## src/rtl/sqrt_proc.sv

```systemverilog
// Datapath for the square-root FSM: load-strobed working registers around a small
// adder ALU, a status word back to the FSM, and a valid/ready result register.
module sqrt_proc #(
    parameter int DW = 8,
    parameter int RW = 8
) (
    input  logic            clk,
    input  logic            rstn_i,
    input  logic [DW-1:0]   operand_i,
    input  logic [9:0]      bus_ctrl,
    output logic [2*DW:0]   bus_proc,
    output logic [RW-1:0]   res_o,
    output logic            res_valid_o,
    input  logic            res_ready_i,
    output logic            ovf_o,
    output logic            sel_err_o
);

    localparam int SW = DW + 1;

    localparam logic [3:0] SEL_ZERO = 4'd0;
    localparam logic [3:0] SEL_INC1 = 4'd1;
    localparam logic [3:0] SEL_INC2 = 4'd2;
    localparam logic [3:0] SEL_ACC  = 4'd4;
    localparam logic [3:0] SEL_SUM  = 4'd8;

    localparam logic [SW:0] ONE_W = (SW+1)'(1);
    localparam logic [SW:0] TWO_W = (SW+1)'(2);

    logic          clr;
    logic          s_ld;
    logic          d_ld;
    logic          r_ld;
    logic          reg1_ld;
    logic          reg2_ld;
    logic [3:0]    sel;

    logic [DW-1:0] a_q;
    logic [SW-1:0] s_q;
    logic [SW-1:0] d_q;
    logic [SW-1:0] reg1_q;
    logic [SW-1:0] reg2_q;

    logic [SW:0]   sum;
    logic [SW-1:0] y;
    logic          carry;
    logic          any_wld;
    logic          any_ld;
    logic          r_ld_eff;
    logic          unused_d;

    function automatic logic sel_legal(input logic [3:0] code);
        case (code)
            SEL_ZERO, SEL_INC1, SEL_INC2, SEL_ACC, SEL_SUM: return 1'b1;
            default:                                        return 1'b0;
        endcase
    endfunction

    // Sum is one bit wider than the working registers so the carry-out is kept.
    function automatic logic [SW:0] alu_sum(
        input logic [3:0]    code,
        input logic [SW-1:0] s_v,
        input logic [SW-1:0] r1_v,
        input logic [SW-1:0] r2_v
    );
        case (code)
            SEL_INC1: return {1'b0, r1_v} + ONE_W;
            SEL_INC2: return {1'b0, r2_v} + TWO_W;
            SEL_ACC:  return {1'b0, s_v}  + {1'b0, r2_v};
            SEL_SUM:  return {1'b0, r1_v} + {1'b0, r2_v};
            default:  return '0;
        endcase
    endfunction

    assign clr     = bus_ctrl[0];
    assign s_ld    = bus_ctrl[1];
    assign d_ld    = bus_ctrl[2];
    assign r_ld    = bus_ctrl[3];
    assign reg1_ld = bus_ctrl[4];
    assign reg2_ld = bus_ctrl[5];
    assign sel     = bus_ctrl[9:6];

    assign sum      = alu_sum(sel, s_q, reg1_q, reg2_q);
    assign y        = sum[SW-1:0];
    assign carry    = sum[SW];
    assign any_wld  = s_ld | d_ld | reg1_ld | reg2_ld;
    assign any_ld   = any_wld | r_ld;
    assign r_ld_eff = r_ld & ~clr;

    assign bus_proc = {a_q, s_q};
    assign unused_d = ^d_q;

    always_ff @(posedge clk or negedge rstn_i) begin
        if (!rstn_i) begin
            a_q       <= '0;
            s_q       <= '0;
            d_q       <= '0;
            reg1_q    <= '0;
            reg2_q    <= '0;
            ovf_o     <= 1'b0;
            sel_err_o <= 1'b0;
        end else if (clr) begin
            a_q       <= operand_i;
            s_q       <= '0;
            d_q       <= '0;
            reg1_q    <= '0;
            reg2_q    <= '0;
            ovf_o     <= 1'b0;
            sel_err_o <= 1'b0;
        end else begin
            if (s_ld)    s_q    <= y;
            if (d_ld)    d_q    <= y;
            if (reg1_ld) reg1_q <= y;
            if (reg2_ld) reg2_q <= y;
            if (any_wld && carry)          ovf_o     <= 1'b1;
            if (any_ld && !sel_legal(sel)) sel_err_o <= 1'b1;
        end
    end

    // Result capture samples D before any same-cycle d_ld; a new capture beats acceptance.
    always_ff @(posedge clk or negedge rstn_i) begin
        if (!rstn_i) begin
            res_o       <= '0;
            res_valid_o <= 1'b0;
        end else if (r_ld_eff) begin
            res_o       <= d_q[RW:1];
            res_valid_o <= 1'b1;
        end else if (res_valid_o && res_ready_i) begin
            res_valid_o <= 1'b0;
        end
    end

endmodule

```

## config.mk

```make
export PLATFORM = sky130hd
export DESIGN_NAME = sqrt_proc
export DESIGN_NICKNAME = d
export VERILOG_FILES = /design/src/rtl/sqrt_proc.sv
export SDC_FILE = /design/constraint.sdc
export NUM_CORES = 1
export LEC_CHECK = 0
export CORE_AREA = 2 2 89 91
export DETAILED_ROUTE_END_ITERATION = 10
export DIE_AREA = 0 0 91 93
export PLACE_DENSITY_LB_ADDON = 0.15
export SYNTH_ARGS = -nofsm -noshare
export SYNTH_HDL_FRONTEND = slang
export SYNTH_SLANG_ARGS = --single-unit
```

## constraint.sdc

```tcl
create_clock -name clk -period 2.8 [get_ports clk]
set_input_delay 0.84 -clock clk [delete_from_list [all_inputs] [get_ports clk]]
set_output_delay 0.84 -clock clk [all_outputs]
set_load 0.005 [all_outputs]
```

### Word level (Yosys, flattened, before mapping)

Cells that the tools add are included.

* flip-flop bits (word level): 55
* word-level logic and storage cells: 53
* output and inout port bits: 28

* reductions and logical operators: 13
* eq/ne operators: 4
* add/sub/neg operators: 4
* bitwise operators: 6
* mux-type cells: 17

Operators by type and width (count)
* 9-bit two-way mux: 8
* 10-bit one-hot mux with 4 select lines: 1
* 9-bit by 9-bit adder with 10-bit output: 2
* 2-bit nonzero test: 7
* 9-bit by 1-bit adder with 10-bit output (second input constant): 1
* 9-bit by 2-bit adder with 10-bit output (second input constant): 1
* 1-bit two-way mux: 8
* 5-bit OR reduction: 1
* 4-bit by 1-bit equality test with 1-bit output (second input constant): 1
* 4-bit by 2-bit equality test with 1-bit output (second input constant): 1
* 4-bit by 3-bit equality test with 1-bit output (second input constant): 1
* 4-bit equality test (second input constant): 1
* 4-bit logical NOT: 1
* 1-bit OR: 4
* 1-bit logical AND: 3
* 1-bit AND: 1
* 1-bit logical NOT: 1
* 1-bit NOT: 1

### Longest topological paths before layout

Gate-level depths: netlist of the first run.

* depth after elaboration: 8
* mapped depth: 12
* gate-level depth less buffers: 11

### Worst setup path before layout of the first run

OpenSTA, ideal clock, no wires.

* path kind: in2reg
* start point: input port bus_ctrl[8]
* end point: register reg1_q[6]
* slack: -0.764 ns
* library setup time: 0.145 ns
* cell stages on the path: 10
* data arrival time: 3.419 ns
* buffers on the path: 1
* cell sequence: clkbuf_1 > nor4b_1 > nand2_1 > fa_1 > nor2b_1 > o31a_1 > o21ai_0 > and4_1 > nor4_2 > o32ai_1

* word-level cells in the longest chain between the ends: 4
* elaborated cells on any way between the ends: 7
* classes of those cells: eq/ne (4); mux (3)

Ends and longest elaborated chain
* from (decl): RTL line 10 `input logic [9:0] bus_ctrl,`
* 4-bit equality test (tied with other cells): RTL line 66 `case (code)`
* 10-bit one-hot mux with 4 select lines (*): RTL line 66
* 9-bit two-way mux (*): RTL line 113 `if (reg1_ld) reg1_q <= y;`
* 9-bit two-way mux (*): RTL line 102 `end else if (clr) begin`
* to (signal assigned): RTL line 113
* to (decl): RTL line 41 `logic [SW-1:0] reg1_q;`

Every way passes the cells marked *; elsewhere a longest branch is shown, timed or not. The select of a mux whose other input is x is not followed.
A chain may end at the register's enable or synchronous reset.

### Final worst setup path of the first run

* start point: input port bus_ctrl[7]
* end point: register d_q[7]

* word-level cells in the longest chain between the ends: 4
* elaborated cells on any way between the ends: 7
* classes of those cells: eq/ne (4); mux (3)

Ends and longest elaborated chain
* 4-bit equality test (tied with other cells): RTL line 66
* 10-bit one-hot mux with 4 select lines (*): RTL line 66
* 9-bit two-way mux (*): RTL line 112 `if (d_ld) d_q <= y;`
* 9-bit two-way mux (*): RTL line 102
* to (signal assigned): RTL line 112
* to (decl): RTL line 40 `logic [SW-1:0] d_q;`

Marked as above.

==> run summary, run 1 <==
crit path from = bus_ctrl[7]
vias in the first global route = 2833
crit path kind = input pin to flip-flop
violations in the final reports = setup timing
Fin. Hold Viols = 0
endpoints failing setup = 5
largest net degree at the start of global routing = 24
total of max-cap violations = 0
wire length of the first global-routing pass = 14530 µm
total chip power = 1.584 mW
share of the yosys chip area belonging to registers = 40.82%
die extent in x = 91 µm
mean area per synthesized cell = 10.03 µm²
PortBufs = 48
die height = 93 µm
design area = 4523 µm²
via count = 2884
Root Driver = clkbuf_8
Placement Rows = 32
DR pass1 iterations = 4
ys async rst share = 100.0%
initial antenna violation count = 0
Reg-to-Reg Start = reg2_q[2]
CTS tree = yes
Worst slew margin = 68.42%
Routed WL per cell = 16.99 µm
Post-synth EDFFs = 0
Cells after Synth = 330
Synth warnings = 0
transition time of the tightest slew-check pin = 0.4737 ns
Period Utilization, post-route = 101.1%
Cell Area, Placed = 4243 µm²
Floorplan Core Area = 7527 µm²
Area Overhead vs Synth = 36.62%
Period minus WS final = 2.831 ns
gr usage total = 21.70%
RSZ-0062 raised after global routing = yes
Remaining Overflow, GRT = 0
Initial Utilization = 43.98%
CP Capture Type = flip-flop
P per Cell Area = 350.3 nW/µm²
data arrival time of the worst path = 3.03 ns
Crit path required time = 3.00 ns
die area = 8463 µm²
GPL Wtd Cong = 0.8856
Ant. Diodes = 0
VDD IR max = 0.0002463 V
drt via density = 5.557
Most used DFF post-synth = dfrtp_1
Leak = 1.972 nW
WL final = 8816 µm
max-slew violations = 0
net count after synthesis = 372
CTS Hold Bufs = 0
clock insertion delay at the later pin of the skew report = 0.33 ns
DRC Markers = 0
worst-path fanout max = 4
register bit total from synthesis = 54
clk sink count = 54
H-tree depth = 2
post-DP HPWL = 6744 µm
initial drt markers = 154
TritonCTS Buffers = 5
Antenna Violating Nets Remaining = 0
FILL cells = 676
Fmax = 353.2 MHz
final setup slack of the worst path = -0.03096 ns
layout cells sized above 1 = 26.62%
Reg clk slew, reported paths = 0.11 ns
status = finished with violations
Max clock buf depth = 2
Final Skew = 0.01073 ns
Nets = 458
Netlist Area Pre-Place = 3311 µm²
Worst setup SP type = input pin
Netlist cell types = 56
I/O pin count = 49
worst hold-check path type = input pin to async pin
final core utilization = 60.09%
[sequential cells by signal (all words and copies together), names as in the netlist]
name,cells
a_q,8
d_q,8
ovf_o,1
reg1_q,9
reg2_q,9
res_o,8
res_valid_o,1
s_q,9
sel_err_o,1
[placed cells by master (no fill, tap or decap), types with 4 or more instances in the layout]
master and instances:
o21ai_0 14, ha_1 13, a22oi_2 4, clkdlybuf4s50_1 43
buf_4 41, nor2b_1 5, nand2b_1 7, a21o_1 6
a22oi_1 5, nand3_1 4, a22o_1 12, xnor2_1 9
dfrtp_1 54, clkbuf_8 5, nor2_1 18, o32ai_1 5
mux2_2 14, and2_1 7, a21oi_1 5, ha_4 5
nand2_1 28, nor3b_1 4, inv_1 17, o21a_1 7
[timing repair]
action | in CTS | in global routing
gates resized for setup | 32 | 15
endpoints found under the setup margin | 29 | 20
pin swaps | 19 | 4
setup buffers | 2 | 2
[report_power, final]
part / leakage, nW / total, mW / internal (mW) / switching, mW
logic: 1.18 / 0.207 / 0.107 / 0.0993
clock network: 0.0587 / 0.568 / 0.272 / 0.296
registers: 0.731 / 0.810 / 0.799 / 0.0114
total: 1.97 / 1.58 / 1.18 / 0.407
[through the flow]
| step | setup WS [ns] | hold slack [ns] | setup TNS (ns) | std cells |
|---|---|---|---|---|
| 3_3_place_gp | -0.8293 | 0.4684 | -19.71 | 507 |
| 5_1_grt | -0.1332 | 0.4344 | -1.531 | 519 |
| 2_1_floorplan | -0.1693 | 0.4620 | -2.285 | 330 |
| 4_1_cts | -0.04887 | 0.4221 | -0.2669 | 517 |
| 6_report | -0.03096 | 0.4063 | -0.1084 | 519 |
| 3_5_place_dp | -0.7635 | 0.4781 | -20.13 | 507 |
[cell families (layout without fill, tap and decap cells)]
kind of cell	Yosys count	in the layout	share of synthesized area (%)
AO/OA/AOI/OAI	100	100	22.90
XOR/XNOR	12	12	3.175
AND/OR/NAND/NOR	95	95	15.46
adder cells (fa/ha/maj)	22	22	8.692
flip-flops	54	54	40.82
multiplexers	16	16	5.367
buffers and inverters	31	118	3.591
[area by class of cell]
type | instances | area (µm²) | share of cell area, %
Clock inverter | 3 | 47.55 | 1.051
Timing Repair Buffer | 91 | 807.0 | 17.84
Sequential cell | 54 | 1351 | 29.88
Clock buffer | 5 | 68.82 | 1.521
Multi-Input combinational cell | 245 | 2049 | 45.31
Tap cell | 102 | 127.6 | 2.822
Inverter | 19 | 71.32 | 1.577
[Yosys cell counts, types with 5 or more instances]
master | n | area (µm²)
and2_1 | 9 | 56.30
a22o_1 | 12 | 105.1
xnor2_1 | 10 | 87.58
clkbuf_1 | 8 | 30.03
a21o_1 | 6 | 45.04
o21ai_0 | 17 | 85.08
a211oi_1 | 5 | 37.54
dfrtp_1 | 54 | 1351
mux2_2 | 14 | 157.7
ha_1 | 19 | 237.7
nand2_1 | 29 | 108.9
nor2b_1 | 6 | 37.54
a22oi_1 | 9 | 67.56
nand2b_1 | 7 | 43.79
inv_1 | 19 | 71.32
o21a_1 | 7 | 52.55
a21oi_1 | 6 | 30.03
nor2_1 | 18 | 67.56
o32ai_1 | 8 | 70.07
[metal layers]
layer  global-route usage (%)  up-vias  wire [µm]
li1                         -     1394          -
met1                    30.93     1416       4254
met2                    35.37       63       4149
met3                    2.901       11        288
met4                    5.051        0        123
met5                        0        -          0
[critical path, cell delays in order]
cell	delay, ns
buf_6	0.10
nor4b_4	0.38
nand2b_1	0.16
ha_4	0.20
buf_4	0.14
a211oi_4	0.24
o21bai_1	0.12
a21oi_2	0.14
buf_6	0.14
nor4_4	0.05
nor4_4	0.36
a22oi_1	0.16
[final timing paths]
check	to	slack [ns]	cells past startpoint
hold reg to reg	res_o[4]	0.51	2
setup reg to reg	d_q[7]	0.12	8
hold / removal	reg2_q[0]	0.41	1
setup / recovery	d_q[7]	-0.03	12
max in group asynchronous	reg2_q[6]	1.76	2
min in group clk	res_o[4]	0.51	2
(Power assumes the default switching activity.)
==> inputs of run 2 (changes only) <==
CTS_CLUSTER_SIZE = 14   (was default)
GPL_TIMING_DRIVEN = 0   (was default)
clock period = 2.5 ns   (was 2.8 ns; I/O delays follow)
==> run 2 against run 1 <==
The flow still finishes with violations (setup timing). Register-to-register slack worse by 0.22 ns. Critical path depth stayed put. Flip-flop and latch count stayed put. Clock skew is essentially flat. Worst setup slack worse by 0.20 ns. Clock power increased by 5.8%. First-iteration DRC count fell by 31%. Hold slack worse by 0.058 ns. Total power increased by 9.4%. Critical endpoint is now d_q[8]. Largest cell class unchanged.
==> run summary, run 2 (same netlist as run 1, synthesis figures left out) <==
total chip power = 1.733 mW
final core utilization = 59.62%
Period minus WS final = 2.726 ns
Routed WL per cell = 17.62 µm
Period Utilization, post-route = 109.0%
initial antenna violation count = 0
VDD IR max = 0.0002648 V
commonest non-fill, non-tap cells in the layout = dfrtp_1, clkdlybuf4s50_1, nand2_1, nor2_1
DR pass1 iterations = 4
Placement Rows = 32
die extent in x = 91 µm
FILL cells = 673
post-DP HPWL = 6310 µm
CTS tree = yes
die area = 8463 µm²
Fin. Hold Viols = 0
TritonCTS Buffers = 5
Remaining Overflow, GRT = 0
total of max-cap violations = 0
Area Overhead vs Synth = 35.56%
initial drt markers = 106
DRC Markers = 0
Crit path required time = 2.73 ns
Leak = 1.873 nW
violations in the final reports = setup timing
largest net degree at the start of global routing = 40
Nets = 444
Floorplan Core Area = 7527 µm²
RSZ-0062 raised after global routing = yes
setup tns final = -4.422 ns
drt via density = 5.669
largest registers = reg1_q: 9 flops, reg2_q: 9 flops, s_q: 9 flops
endpoints failing setup = 24
status = finished with violations
wire length of the first global-routing pass = 14570 µm
die height = 93 µm
Antenna Violating Nets Remaining = 0
Reg clk slew, reported paths = 0.10 ns
Fmax = 366.8 MHz
Max clock buf depth = 2
GPL Wtd Cong = 0.8411
CTS Hold Bufs = 0
crit path kind = input pin to flip-flop
vias in the first global route = 2950
I/O pin count = 49
final setup slack of the worst path = -0.2262 ns
via count = 2863
data arrival time of the worst path = 2.96 ns
WL final = 8896 µm
worst-path fanout max = 6
P per Cell Area = 386.1 nW/µm²
worst hold-check path type = input pin to async pin
CP Capture Type = flip-flop
Root Driver = clkbuf_8
layout cells sized above 1 = 25.31%
clock insertion delay at the later pin of the skew report = 0.31 ns
transition time of the tightest slew-check pin = 0.7177 ns
commonest non-fill, non-tap cell in the layout = dfrtp_1
PortBufs = 47
Worst setup SP type = input pin
Initial Utilization = 43.98%
clk sink count = 54
R2R depth = 8
max-slew violations = 0
gr usage total = 21.66%
Final Skew = 0.01074 ns
H-tree depth = 2
Ant. Diodes = 0
Worst slew margin = 52.16%
Setup WS pre-CTS = -1.381 ns
-- run 2: changes by cell type in the layout (fill, tap and decap cells not counted), moves of 4 or more --
cell	before	now
clkbuf_1	0	8
a22oi_2	4	8
a22oi_1	5	1
buf_4	41	17
-- run 2: what timing repair did --
item                                    in CTS  in global routing
resized for setup                           49                 24
gates cloned                                 0                  0
pin swaps                                   26                 15
endpoints found under the setup margin      36                 30
setup buffers                               13                  7
-- run 2: cell type report --
type | instances | area [µm²] | area share (%)
Multi-Input combinational cell | 245 | 2143 | 47.76
Sequential cell | 54 | 1351 | 30.11
Timing Repair Buffer | 67 | 645.6 | 14.39
Tap cell | 102 | 127.6 | 2.844
Clock buffer | 6 | 72.57 | 1.617
Inverter | 19 | 71.32 | 1.589
Buffer | 10 | 38.79 | 0.8642
Clock inverter | 2 | 37.54 | 0.8364
-- run 2: metrics by stage --
stage | area, µm² | hold WS [ns] | cells
2_1_floorplan | 3406 | 0.4544 | 330
3_3_place_gp | 4004 | 0.4650 | 479
3_5_place_dp | 4019 | 0.4702 | 480
4_1_cts | 4367 | 0.3503 | 500
5_1_grt | 4488 | 0.3562 | 505
6_report | 4488 | 0.3486 | 505
-- run 2: worst max-delay path: stages --
cell,delay (ns)
buf_12,0.10
nor4b_4,0.34
buf_4,0.21
and2_4,0.15
ha_4,0.20
nor2b_4,0.13
o31a_1,0.30
o22ai_2,0.14
mux2i_1,0.24
a211oi_2,0.07
buf_4,0.18
a22oi_2,0.14
-- run 2: final timing paths --
check / from / endpoint / slack (ns)
max in group asynchronous: rstn_i / a_q[4] / 1.60
hold reg to reg: res_o[4] / res_o[4] / 0.49
min in group clk: res_o[4] / res_o[4] / 0.49
setup / recovery: bus_ctrl[6] / d_q[8] / -0.23
setup reg to reg: reg2_q[1] / d_q[7] / -0.10
hold / removal: rstn_i / reg2_q[8] / 0.35
-- run 2: power breakdown --
| group | switching, mW | total (mW) | leakage (nW) | internal [mW] |
|---|---|---|---|---|
| Combinational | 0.113 | 0.225 | 1.09 | 0.112 |
| Clock | 0.301 | 0.601 | 0.0514 | 0.299 |
| Sequential | 0.0133 | 0.908 | 0.731 | 0.894 |
-- run 2: metal layers --
metal | share of wire [%] | global-route usage [%]
met5 | 0 | 0
met4 | 2.0 | 7.955
met3 | 4.4 | 4.110
met2 | 47 | 36.36
met1 | 47 | 28.04
